--- src/rtl/spram_loader_pkg.sv ---
// spram_loader_pkg: loader FSM states and address-range helpers
package spram_loader_pkg;
  typedef enum logic [1:0] {LD_IDLE, LD_LOAD, LD_FILL, LD_DONE} ld_state_t;
  localparam int LD_ADDR_WIDTH = 8;
  localparam int LD_DATA_WIDTH = 8;
  function automatic int ld_max_addr(input int aw);
    return (1 << aw) - 1;
  endfunction
endpackage

--- src/rtl/spram_loader.sv ---
// spram_loader: streams a download image into spram, pads the tail, then returns the port to the CPU (checksum output with SPRAM_LOADER_CHECKSUM_EN)
module spram_loader
  import spram_loader_pkg::*;
#(
  parameter int ADDR_WIDTH = LD_ADDR_WIDTH,
  parameter int DATA_WIDTH = LD_DATA_WIDTH,
  parameter logic [DATA_WIDTH-1:0] PAD_VALUE = '0
) (
  input  logic                  clock,
  input  logic                  reset,
  input  logic                  dl_start,
  input  logic                  dl_valid,
  input  logic [DATA_WIDTH-1:0] dl_data,
  input  logic                  dl_last,
  output logic                  dl_ready,
  input  logic                  cpu_cs,
  input  logic                  cpu_we,
  input  logic [ADDR_WIDTH-1:0] cpu_addr,
  input  logic [DATA_WIDTH-1:0] cpu_din,
  output logic                  cpu_stall,
  output logic                  ram_cs,
  output logic                  ram_wren,
  output logic [ADDR_WIDTH-1:0] ram_addr,
  output logic [DATA_WIDTH-1:0] ram_data,
  output logic                  done,
  output logic                  overflow
`ifdef SPRAM_LOADER_CHECKSUM_EN
  ,output logic [DATA_WIDTH-1:0] checksum
`endif
);
  localparam logic [ADDR_WIDTH-1:0] MAX_ADDR = ADDR_WIDTH'(ld_max_addr(ADDR_WIDTH));
  ld_state_t state, state_nxt;
  logic [ADDR_WIDTH-1:0] ptr, wr_addr;
  logic [DATA_WIDTH-1:0] wr_data;
  logic wr_pend, start, xfer, at_top, wr_load, wr_fill, owner;
  // next state, port ownership and the RAM/CPU mux
  always_comb begin
    start = dl_start && (state == LD_IDLE || state == LD_DONE);
    dl_ready = state == LD_LOAD || state == LD_DONE;
    xfer = dl_valid && dl_ready;
    at_top = ptr == MAX_ADDR;
    wr_load = state == LD_LOAD && xfer;
    wr_fill = state == LD_FILL;
    state_nxt = state;
    if (start) state_nxt = LD_LOAD;
    else if (wr_load && (at_top || dl_last)) state_nxt = at_top ? LD_DONE : LD_FILL;
    else if (wr_fill && at_top) state_nxt = LD_DONE;
    owner = state == LD_LOAD || state == LD_FILL || wr_pend;
    done = state == LD_DONE && !wr_pend;
    cpu_stall = owner;
    ram_cs = owner ? 1'b1 : cpu_cs;
    ram_wren = owner ? wr_pend : cpu_we;
    ram_addr = owner ? wr_addr : cpu_addr;
    ram_data = owner ? wr_data : cpu_din;
  end
  // state register
  always_ff @(posedge clock or posedge reset)
    if (reset) state <= LD_IDLE;
    else state <= state_nxt;
  // pointer, one-deep write register and sticky overflow
  always_ff @(posedge clock or posedge reset)
    if (reset) begin
      ptr <= '0;
      wr_pend <= 1'b0;
      wr_addr <= '0;
      wr_data <= '0;
      overflow <= 1'b0;
    end else begin
      wr_pend <= wr_load || wr_fill;
      if (wr_load || wr_fill) begin
        wr_addr <= ptr;
        wr_data <= wr_load ? dl_data : PAD_VALUE;
      end
      ptr <= start ? '0 : (wr_load || wr_fill) ? ptr + ADDR_WIDTH'(1) : ptr;
      overflow <= start ? 1'b0 : (state == LD_DONE && xfer) ? 1'b1 : overflow;
    end
`ifdef SPRAM_LOADER_CHECKSUM_EN
  // running modular sum of image beats only
  always_ff @(posedge clock or posedge reset)
    if (reset) checksum <= '0;
    else checksum <= start ? '0 : wr_load ? checksum + dl_data : checksum;
`endif
endmodule
--- config.mk ---
export PLATFORM = sky130hd
export DESIGN_NAME = spram_loader
export DESIGN_NICKNAME = d
export VERILOG_FILES = /design/src/rtl/spram_loader_pkg.sv /design/src/rtl/spram_loader.sv
export SDC_FILE = /design/constraint.sdc
export NUM_CORES = 1
export LEC_CHECK = 0
export BUFFER_PORTS_ARGS = -buffer_cell sky130_fd_sc_hd__buf_4
export CAP_MARGIN = 15
export CORE_MARGIN = 3
export CORE_UTILIZATION = 54
export CTS_BUF_LIST = sky130_fd_sc_hd__clkbuf_2
export CTS_CLUSTER_DIAMETER = 120
export DETAILED_ROUTE_END_ITERATION = 8
export PLACE_DENSITY = 0.95
export SLEW_MARGIN = 20
export SYNTH_ARGS = -nofsm -noshare
export SYNTH_HDL_FRONTEND = slang
export SYNTH_SLANG_ARGS = --single-unit
--- constraint.sdc ---
create_clock -name clock -period 4 [get_ports clock]
set_input_delay 0.2 -clock clock [delete_from_list [all_inputs] [get_ports clock]]
set_output_delay 0.2 -clock clock [all_outputs]
set_load 0.02 [all_outputs]
## Yosys cells after proc, flatten, opt, wreduce, memory -nomap -nowiden

Cells that the tools add are included.

| word-level totals | value |
|---|---|
| register bits after elaboration | 28 |
| bits in latches | 0 |
| memory bits (writable) | 0 |
| ROM bits | 0 |
| output and inout port bits | 22 |
| logic and storage cells | 42 |
| memories kept | 0 |

| operators by class | value |
|---|---|
| add/subtract/negate cells | 1 |
| multiply operators | 0 |
| div/mod/pow operators | 0 |
| magnitude comparators | 0 |
| equality and inequality tests | 4 |
| shifts and indexed selects | 0 |
| mux-type cells | 13 |
| bitwise logic cells | 0 |
| reduce and logical (&&, ||, !) cells | 18 |

Operators by type and width:

| operator | number |
|---|---|
| two-way mux 8 bit | 5 |
| adder 8 x 1 -> 8 bit (second input constant) | 1 |
| equality test 8 bit (second input constant) | 1 |
| logical AND 1 bit | 7 |
| logical OR 1 bit | 6 |
| two-way mux 2 bit | 3 |
| two-way mux 1 bit | 5 |
| equality test 2 bit (second input constant) | 2 |
| nonzero test 2 bit | 2 |
| nonzero test 3 bit | 1 |
| equality test 2 x 1 -> 1 bit (second input constant) | 1 |
| zero test 2 bit | 1 |
| zero test 1 bit | 1 |

## Longest topological paths before layout

| depth | value |
|---|---|
| depth in word-level cells | 7 |
| depth in mapped cells | 7 |
| mapped depth without buffers | 6 |

## Worst setup path before layout

Ideal clock, no wire load.

| path | value |
|---|---|
| kind | reg2out |
| start | register state[0] |
| end | output ram_addr[6] |
| data arrival time | 1.598 ns |
| data required time | 3.800 ns |
| slack | 2.202 ns |
| cell stages (with the launch flop) | 7 |
| buffers on the path | 2 |
| cell sequence | dfrtp_1 inv_1 ha_1 nor2b_1 buf_2 buf_4 mux2_2 |

| on the way | value |
|---|---|
| longest elaborated chain between the ends | 4 |
| elaborated cells between the ends (all ways) | 5 |

RTL lines:

| element | line | text |
|---|---|---|
| start, declared | spram_loader.sv:32 | `ld_state_t state, state_nxt;` |
| start signal, assigned | spram_loader.sv:59 | `else state <= state_nxt;` |
| equality test 2 x 1 -> 1 bit or equality test 2 bit (tied branches) | spram_loader.sv:48 | `owner = state == LD_LOAD \|\| state == LD_FILL \|\| wr_pend;` |
| logical OR 1 bit * (2 in series) | spram_loader.sv:48 |  |
| two-way mux 8 bit * | spram_loader.sv:53 | `ram_addr = owner ? wr_addr : cpu_addr;` |
| end, declared | spram_loader.sv:23 | `output logic [ADDR_WIDTH-1:0] ram_addr,` |

Mark *: on every way between the ends. The rest lies on a longest branch, timed or not.

## Final worst setup path

| path | value |
|---|---|
| start | register state[0] |
| end | output ram_addr[1] |

The elaborated chain is that of the path after synthesis.

==> out/results.ini <==
[worst_setup_path]
arrival_ns = 2.22
ff2ff_setup_slack_ns = 2.21
crit_family = buffers and inverters
cp-start-kind = register
cp-end-kind = primary output
cp.buffers_inverters = 3
crit_chain = inv_1, ha_1, nor2b_1, buf_4, mux2_2, buf_4
cp_max_fo = 18
setup.worst_path.class = register to primary output
slowest_delay_ns = 0.45
reg2reg_depth = 6
crit_cells = 6
reg2reg_from = state[1]
r2r_end = ptr[5]
required_ns = 3.80
crit_slowest_cell = dfrtp_1
cpMostUsedCell = buf_4

[sta]
rsz0062_at_grt = no
finalClockSkew_ns = 0.00721
post-route-period-util_pct = 60.4
hold_viol = 0
slew_headroom_pct = 36.8
fin_setup_tns_ns = 0
setup_ws_ns = 1.58
worst_pin_slew_ns = 0.942
timing.fmax_mhz = 414
post-route-min-period_ns = 2.42
setup_viol = 0
drv_slew = 0

[power]
p_leak_nw = 0.935
p_per_area_nw_per_um2 = 219
worst_ir_drop_vdd_v = 0.000161

[synthesis]
syn-mean-instance-area_um2 = 10.2
yosysWarnings = 0
synth-seq-cells = 28
synth_cell_type_count = 29
mappedNetlistArea_um2 = 1440
syn_nets = 176
synth_cells = 141
seq_area_frac_synth_pct = 48.7

[drt]
met2_length_um = 1570
route.layer.met1.wl_um = 1210
wirelength_um = 3160
wl_met3_um = 305
vias = 1219
dr.pass1.iters = 4
ant_nets = 0
wl_per_cell_um = 14.2
top_layer = met4
vias_per_cell = 5.49
drt_iter0_markers = 53
drc = 0

[grt]
grt_pass1_wl_um = 4740
grt_usage_pct = 18.3
antenna_found_initial = 0
grt_max_degree = 33
grt_pass1_vias = 1100
grt-ovfl-total = 0

[die]
die_h_um = 57.6
rows = 18
start_util_pct = 57.6
coreArea_um2 = 2500
pin_count = 53
dieArea_um2 = 3320
die_w_um = 57.6

[cts]
clock-sinks = 28
cts_buffers = 3
cts_root_buf = clkbuf_2
htreeDepth = 1
cts_tree = yes
cts_resized = 0
cts_buffer_depth = 2
clk_latency_ns = 0.34
ctsHoldBuffers = 0
post-cts-setup-buffers = 0
clk_pin_slew_ns = 0.23

[status]
status = complete, no violations

[placed_design]
pre_cts_slack_ns = 2.00
gp_congestion = 0.731
dp_hpwl_um = 2400
port-buffer-count = 52

[worst_hold_path]
holdPathEnd = wr_data[5]
hold_path_depth = 2
hp-class = input pin to register
hold_start = dl_data[5]

[final_layout]
synthToLayoutAreaGrowth_pct = 29.9
layout_commonest_cell = buf_4
layout_common_cells = buf_4, nand2_1, dfrtp_1
postLayoutCoreUtil_pct = 74.8
drive_gt1_share_pct = 40.1
fin_nets = 228
num_antenna_cells = 0

[flow_run]
drv_cap = 0

-- final cells by class --
class                   instances  area, um2
multi-input cells              99        674
repair buffers                 55        415
clock inverters                 1       3.75
flip-flops and latches         28        701
fillers                       153        631
well taps                      30       37.5
clock buffers                   3       15.0
inverters                       6       22.5
-- worst register-to-register path, stage by stage, from the launching register on --
cell,delay [ns]
dfrtp_1,0.47
inv_1,0.09
ha_1,0.21
a21oi_2,0.06
buf_4,0.22
or4_1,0.53
a21oi_1,0.16
-- report_power, final --
part | leakage (nW) | total (mW) | switching (mW) | internal (mW)
Sequential | 0.357 | 0.284 | 0 | 0.284
Clock | 0.0140 | 0.0968 | 0.0751 | 0.0217
Combinational | 0.565 | 0.0292 | 0.00998 | 0.0193
-- metal layers --
metal  track usage (%)  vias up
met2              33.2       59
met4              6.95        0
met3              4.23        8
met5                 0        -
li1                  -      596
met1              20.6      556
-- metrics by stage --
stage	hold slack, ns	instances	total power, mW	instance area (um2)
after global routing	0.0281	222	0.426	1870
after CTS	0.0497	221	0.413	1860
final	0.0639	222	0.410	1870
after global placement	0.426	217	0.316	1840
after detailed placement	0.434	217	0.317	1840
after floorplan	0.265	141	0.293	1440
-- logic make-up after synthesis --
| family | after synthesis | share of synthesized area, % |
|---|---|---|
| simple gates | 50 | 16.9 |
| compound gates | 28 | 13.4 |
| flops | 28 | 48.7 |
| mux | 16 | 12.5 |
| buf+inv | 14 | 4.43 |
| fa+ha+maj | 4 | 3.48 |
| xor+xnor | 1 | 0.609 |
-- flip-flops by register name, summed over array words and instances, names as in the netlist --
name / cells
state: 2
wr_data: 8
wr_addr: 8
overflow: 1
ptr: 8
wr_pend: 1
-- cell usage after synthesis --
| master | count | area [um2] |
|---|---|---|
| a21o_1 | 1 | 7.51 |
| a21oi_1 | 8 | 40.0 |
| a21oi_2 | 1 | 8.76 |
| a22o_1 | 8 | 70.1 |
| a31oi_1 | 1 | 6.26 |
| and2_1 | 2 | 12.5 |
| and3_1 | 1 | 6.26 |
| buf_2 | 3 | 15.0 |
| buf_4 | 2 | 15.0 |
| clkbuf_1 | 3 | 11.3 |
| dfrtp_1 | 28 | 701 |
| ha_1 | 4 | 50.1 |
| inv_1 | 6 | 22.5 |
| mux2_2 | 16 | 180 |
| nand2_1 | 30 | 113 |
| nand2b_1 | 1 | 6.26 |
| nand3_2 | 2 | 20.0 |
| nand4_1 | 2 | 12.5 |
| nor2_1 | 2 | 7.51 |
| nor2b_1 | 2 | 12.5 |
| nor3_1 | 1 | 5.00 |
| o2111ai_1 | 1 | 8.76 |
| o21ai_0 | 4 | 20.0 |
| o31a_1 | 1 | 8.76 |
| o31ai_1 | 3 | 22.5 |
| or2_2 | 1 | 6.26 |
| or3_1 | 3 | 18.8 |
| or4_1 | 3 | 22.5 |
| xnor2_1 | 1 | 8.76 |
-- worst max path at each step --
stage                     startpoint          end  slack, ns
after global placement      state[0]  ram_addr[4]       2.17
after floorplan             state[0]  ram_addr[6]       2.20
after global routing        state[0]  ram_addr[1]       1.45
final                       state[0]  ram_addr[1]       1.58
after detailed placement    state[0]  ram_addr[1]       2.00
after CTS                   state[0]  ram_addr[1]       1.58
Power figures use the tool's default switching activity.
